<file path="src/rtl/uart_pkg.sv">
// Shared types and defaults for the UART receive path.
package uart_pkg;

    typedef enum logic [1:0] {IDLE, START, DATA, STOP} rx_state_t;

    typedef logic [7:0] byte_t;

    localparam int DEFAULT_CLK_PER_BIT = 868;
    localparam int DEFAULT_FIFO_DEPTH  = 16;

endpackage

</file>
<file path="src/rtl/uart_rx_core.sv">
// 8N1 deserialiser: 2-flop synchroniser plus bit-timing FSM; byte_valid pulses in the stop-sample cycle.
// No backpressure: a completed byte is offered for exactly one cycle and must be taken or lost.
module uart_rx_core
    import uart_pkg::*;
#(
    parameter int CLK_PER_BIT = DEFAULT_CLK_PER_BIT
) (
    input  logic       clk,
    input  logic       rst,
    input  logic       rxd,
    output logic       byte_valid,
    output logic [7:0] byte_data,
    output logic       frame_err_pulse
);

    localparam int TW = $clog2(CLK_PER_BIT);
    localparam logic [TW-1:0] T_LAST = TW'(CLK_PER_BIT - 1);
    localparam logic [TW-1:0] T_MID  = TW'(CLK_PER_BIT / 2 - 1);

    logic          sync1;
    logic          sync2;
    logic          rxd_prev;
    rx_state_t     state;
    logic [TW-1:0] timer;
    logic [2:0]    bit_idx;
    byte_t         shift;

    always_ff @(posedge clk or posedge rst) begin
        if (rst) begin
            sync1    <= 1'b1;
            sync2    <= 1'b1;
            rxd_prev <= 1'b1;
        end else begin
            sync1    <= rxd;
            sync2    <= sync1;
            rxd_prev <= sync2;
        end
    end

    // START waits half a bit so every later full-bit sample lands mid-bit.
    always_ff @(posedge clk or posedge rst) begin
        if (rst) begin
            state   <= IDLE;
            timer   <= '0;
            bit_idx <= '0;
            shift   <= '0;
        end else begin
            case (state)
                IDLE: begin
                    timer <= '0;
                    if (rxd_prev && !sync2) begin
                        state <= START;
                    end
                end
                START: begin
                    if (timer == T_MID) begin
                        timer   <= '0;
                        bit_idx <= '0;
                        state   <= sync2 ? IDLE : DATA;
                    end else begin
                        timer <= timer + 1'b1;
                    end
                end
                DATA: begin
                    if (timer == T_LAST) begin
                        timer <= '0;
                        shift <= {sync2, shift[7:1]};
                        if (bit_idx == 3'd7) begin
                            state <= STOP;
                        end else begin
                            bit_idx <= bit_idx + 1'b1;
                        end
                    end else begin
                        timer <= timer + 1'b1;
                    end
                end
                STOP: begin
                    if (timer == T_LAST) begin
                        timer <= '0;
                        state <= IDLE;
                    end else begin
                        timer <= timer + 1'b1;
                    end
                end
                default: state <= IDLE;
            endcase
        end
    end

    // Decoded from registered state so the FIFO writes on the same edge as the stop sample.
    always_comb begin
        byte_valid      = 1'b0;
        frame_err_pulse = 1'b0;
        byte_data       = shift;
        if (state == STOP && timer == T_LAST) begin
            byte_valid      = sync2;
            frame_err_pulse = !sync2;
        end
    end

endmodule

</file>
<file path="src/rtl/uart_rx_buffer.sv">
// UART receive front end: deserialiser feeding a show-ahead byte FIFO with sticky error flags.
// Byte visible one cycle after its stop sample; a full FIFO drops new bytes and sets overrun.
module uart_rx_buffer
    import uart_pkg::*;
#(
    parameter int CLK_PER_BIT = DEFAULT_CLK_PER_BIT,
    parameter int FIFO_DEPTH  = DEFAULT_FIFO_DEPTH
) (
    input  logic                          clk,
    input  logic                          rst,
    input  logic                          rxd,
    input  logic                          rd_en,
    input  logic                          clr_err,
    output logic [7:0]                    rd_data,
    output logic                          rx_valid,
    output logic [$clog2(FIFO_DEPTH):0]   count,
    output logic                          overrun,
    output logic                          frame_err
);

    localparam int AW = $clog2(FIFO_DEPTH);

    logic        byte_valid;
    logic [7:0]  byte_data;
    logic        frame_err_pulse;

    byte_t       mem [FIFO_DEPTH];
    logic [AW:0] wr_ptr;
    logic [AW:0] rd_ptr;
    logic        empty;
    logic        full;
    logic        do_pop;
    logic        do_push;

    uart_rx_core #(
        .CLK_PER_BIT (CLK_PER_BIT)
    ) u_core (
        .clk             (clk),
        .rst             (rst),
        .rxd             (rxd),
        .byte_valid      (byte_valid),
        .byte_data       (byte_data),
        .frame_err_pulse (frame_err_pulse)
    );

    assign empty = (wr_ptr == rd_ptr);
    assign full  = (wr_ptr[AW-1:0] == rd_ptr[AW-1:0]) && (wr_ptr[AW] != rd_ptr[AW]);

    // A pop frees the slot the simultaneous push needs, so full+pop still accepts.
    assign do_pop  = rd_en && !empty;
    assign do_push = byte_valid && (!full || do_pop);

    always_ff @(posedge clk or posedge rst) begin
        if (rst) begin
            wr_ptr <= '0;
            rd_ptr <= '0;
        end else begin
            if (do_push) begin
                wr_ptr <= wr_ptr + 1'b1;
            end
            if (do_pop) begin
                rd_ptr <= rd_ptr + 1'b1;
            end
        end
    end

    always_ff @(posedge clk) begin
        if (do_push) begin
            mem[wr_ptr[AW-1:0]] <= byte_data;
        end
    end

    always_ff @(posedge clk or posedge rst) begin
        if (rst) begin
            overrun   <= 1'b0;
            frame_err <= 1'b0;
        end else begin
            if (byte_valid && full && !do_pop) begin
                overrun <= 1'b1;
            end else if (clr_err) begin
                overrun <= 1'b0;
            end
            if (frame_err_pulse) begin
                frame_err <= 1'b1;
            end else if (clr_err) begin
                frame_err <= 1'b0;
            end
        end
    end

    assign rx_valid = !empty;
    assign count    = wr_ptr - rd_ptr;
    assign rd_data  = empty ? 8'h00 : mem[rd_ptr[AW-1:0]];

endmodule

</file>
<file path="config.mk">
export PLATFORM = sky130hd
export DESIGN_NAME = uart_rx_buffer
export DESIGN_NICKNAME = d
export VERILOG_FILES = /design/src/rtl/uart_pkg.sv /design/src/rtl/uart_rx_core.sv /design/src/rtl/uart_rx_buffer.sv
export SDC_FILE = /design/constraint.sdc
export NUM_CORES = 1
export LEC_CHECK = 0
export BUFFER_PORTS_ARGS = -buffer_cell sky130_fd_sc_hd__buf_2
export CORE_MARGIN = 3
export CORE_UTILIZATION = 47
export CTS_BUF_LIST = sky130_fd_sc_hd__clkbuf_8
export DETAILED_ROUTE_END_ITERATION = 10
export PLACE_DENSITY_LB_ADDON = 0.25
export SLEW_MARGIN = 20
export SYNTH_ARGS = -nofsm -noshare
export SYNTH_HDL_FRONTEND = slang
export SYNTH_SLANG_ARGS = --single-unit
export TNS_END_PERCENT = 30
</file>
<file path="constraint.sdc">
create_clock -name clk -period 3.1 [get_ports clk]
set_clock_uncertainty 0.15 [all_clocks]
set_input_delay 0.775 -clock clk [delete_from_list [all_inputs] [get_ports clk]]
set_output_delay 0.775 -clock clk [all_outputs]
set_load 0.02 [all_outputs]
</file>
==> results.json <==
{
  "outcome": "finished, violations left",
  "violations": "setup timing",
  "worstSkewPairLatency_ns": 0.44,
  "grt_antenna_before_repair": 0,
  "antenna_cells": 0,
  "path_clk_slew_ns": 0.08,
  "wire_per_inst_um": 19.82,
  "dr_total_vias": 3700,
  "hpwl_mm": 8.647,
  "syn_area_per_cell_um2": 16.97,
  "die-area_um2": 16340,
  "min-delay-start": "u_core.sync1$_DFF_PP1_",
  "p_int_mw": 3.868,
  "die_h_um": 127.8,
  "required_ns": 2.17,
  "gp_congestion": 0.8144,
  "cp_top_family": "multiplexers",
  "start_kind": "flop",
  "ys_types": 44,
  "final_max_slew_viol_count": 0,
  "path_class": "reg2out",
  "setup_ws_ns": -0.03448,
  "grt_pass1_wl_mm": 21.25,
  "finalPower_mw": 5.530,
  "cts_tree": "built",
  "grt.total_usage_pct": 17.27,
  "register_area_um2": 4801,
  "n_fill_cell": 1141,
  "ios": 21,
  "nets": 481,
  "yosysWarnings": 0,
  "grt_max_degree": 39,
  "wirelength_mm": 12.98,
  "fin_crit_ns": 3.134,
  "cts_root_buf": "clkbuf_8",
  "layout-drive-gt1-share_pct": 32.00,
  "route.antenna.remaining_nets": 0,
  "fin_crit_sh_pct": 101.1,
  "cpMaxStageDelayCell": "mux4_2",
  "seq_area_frac_synth_pct": 68.80,
  "switchingPower_mw": 1.662,
  "crit_path_max_incr_delay_ns": 0.51,
  "cap_viol_max_count": 0,
  "slew_headroom_pct": 57.39,
  "hold_ws_ns": 0.2135,
  "swShare_pct": 30.05,
  "numCtsBuffers": 17,
  "syn_nets": 430,
  "clockBufferDepth": 2,
  "setup_violations": 7,
  "rsz0062_at_grt": "true",
  "ir_drop_mv": 0.3856,
  "p_clk_share_pct": 28.7,
  "portBuffers": 20,
  "cp.arrival_ns": 2.21,
  "die_w_um": 127.8,
  "initial_core_util_pct": 49.10,
  "clock_sinks": 166,
  "cp-startpoint": "rd_ptr[1]$_DFFE_PP0P_",
  "rr_startpoint": "u_core.timer[0]$_DFF_PP0_",
  "core_um2": 14200,
  "path_cells": "buf_6, mux4_2, mux2_2, o21ai_1, a21oi_2, buf_2",
  "grt.overflow.total": 0,
  "leakage_nw": 3.258,
  "holdCritPathClass": "reg2reg",
  "drcViolationCount": 0,
  "grt_pass1_vias": 3868,
  "pwr-share-comb_pct": 25.4,
  "rows": 43,
  "finalHoldViolCount": 0,
  "multiInputGateArea_um2": 2081,
  "synth_seq_cells": 166,
  "area_growth_pct": 14.05,
  "htreeDepth": 4,
  "power.density_nw_per_um2": 695.2,
  "worst_pin_slew_ns": 0.6392,
  "seq_power_share_pct": 45.9,
  "netlist_area_um2": 6974,
  "synthCells": 411,
  "viasPerCell": 5.649,
  "cp_num_buf_inv": 2,
  "achievable-frequency_ghz": 0.3190,
  "firstDrtPassIters": 4,
  "cp_max_fo": 7,
  "drt_first_iter_violations": 311,
  "crit_path_end_kind": "output pin"
}
==> layout by cell type, fill, tap and decap left out, drive strengths merged, types with 11 or more instances in the layout <==
master	instances
dfrtp	35
nor3	11
mux2	17
xnor2	15
nand2	11
ha	13
edfxtp	128
clkbuf	18
inv	28
buf	49
a21oi	13
mux4	32
nor2	27
==> logic make-up (layout without fill, tap and decap cells) <==
kind of cell | after synthesis | in the layout | share of synthesized area [%]
AO/OA/AOI/OAI | 32 | 32 | 2.637
XOR/XNOR | 19 | 19 | 2.386
adder cells (fa/ha/maj) | 14 | 14 | 2.619
buffers and inverters | 37 | 101 | 2.278
flip-flops | 166 | 166 | 68.80
multiplexers | 59 | 59 | 14.89
AND/OR/NAND/NOR | 84 | 84 | 6.387
==> per-stage QoR <==
| stage | instance area [um2] | setup WS, ns | util, % | instances | setup TNS [ns] |
|---|---|---|---|---|---|
| finish | 7954 | -0.03448 | 56.00 | 655 | -0.1159 |
| global route | 7954 | -0.1255 | 56.00 | 655 | -0.9769 |
| CTS | 7921 | -0.08178 | 55.77 | 655 | -0.5423 |
| detailed placement | 7482 | 0.3246 | 52.68 | 621 | 0 |
| global placement | 7482 | 0.3777 | 52.68 | 621 | 0 |
| floorplan | 7012 | -0.03170 | - | 411 | -0.7327 |
==> what timing repair did <==
action | 4_1_cts | 5_1_grt
setup buffers | 2 | 0
hold buffers | 0 | 0
setup endpoints to repair | 9 | 9
resized for setup | 13 | 10
==> registers in the layout, indices dropped and copies added, names as in the netlist, named ones only <==
| signal | flops |
|---|---|
| rd_ptr | 5 |
| u_core.timer | 10 |
| mem | 128 |
| u_core.sync2 | 1 |
| overrun | 1 |
| wr_ptr | 5 |
| frame_err | 1 |
| u_core.sync1 | 1 |
| u_core.rxd_prev | 1 |
| u_core.byte_data | 8 |
| u_core.state | 1 |
| u_core.bit_idx | 3 |
==> metal layers <==
metal	global-route usage (%)	vias to the layer above	wire, um
met1	24.56	1926	6065
met5	0	-	0
met3	3.875	19	440
li1	-	1686	-
met2	26.52	69	6266
met4	6.117	0	207
==> path summary, 6_finish.rpt <==
kind | endpoint | slack (ns) | cells after the start
min in group asynchronous | wr_ptr[4]$_DFFE_PP0P_ | 0.28 | 3
max in group asynchronous | u_core.sync1$_DFF_PP1_ | 2.15 | 3
worst min-delay path | u_core.sync2$_DFF_PP1_ | 0.21 | 0
worst max-delay path | rd_data[4] | -0.03 | 6
worst max register to register | mem[2][4]$_DFFE_PP_ | 0.50 | 6
worst min register to register | u_core.sync2$_DFF_PP1_ | 0.21 | 0
==> synth_stat cells (all sizes together) <==
master   count  area (um2)
o22ai        1       6.260
nand4       10       62.56
o21ai       10       50.05
nand3        8       40.04
xor2         4       35.03
nand2       11       41.29
nor2        27       101.4
edfxtp     128        3844
mux4        32       720.7
nand2b       2       12.51
nand4bb      3       38.79
a22oi        1       7.510
nor2b        1       6.260
or4          1       11.26
ha          13       162.7
a21oi       13       65.06
a21o         3       22.52
mux2i       10       100.1
dfstp        3       78.83
mux2        17       217.7
fa           1       20.02
or3          4       25.02
buf         11       61.31
xnor2       15       131.4
dfrtp       35       875.8
or3b         1       11.26
a32o         1       10.01
o31ai        1       7.510
and4         1       8.760
clkbuf       6       22.52
inv         20       75.07
a31oi        1       6.260
nor4         1       6.260
o32ai        1       8.760
nor3        11       60.06
and3         3       20.02
==> power by group through the flow <==
stage | sequential, mW | combinational [mW] | clock (mW)
4_1_cts | 2.54 | 1.40 | 1.63
5_1_grt | 2.55 | 1.52 | 1.72
3_5_place_dp | 2.58 | 1.36 | 0
2_1_floorplan | 2.54 | 0.971 | 0
3_3_place_gp | 2.58 | 1.34 | 0
6_report | 2.54 | 1.40 | 1.59
==> worst reg2reg max path: stages (launching register included) <==
cell and delay, ns:
dfrtp_1 0.43, ha_1 0.28, nand4bb_2 0.23, nor3_2 0.45, nand4_1 0.30, nor3_1 0.24, buf_4 0.23
==> final cells by class <==
class                           count  area share (%)
Multi-Input combinational cell    208           26.16
Inverter                           20          0.9438
Clock inverter                     14           2.014
Tap cell                          180           2.832
Clock buffer                       18           3.115
Timing Repair Buffer               49           4.578
Sequential cell                   166           60.36
Power figures use the tool's default switching activity.
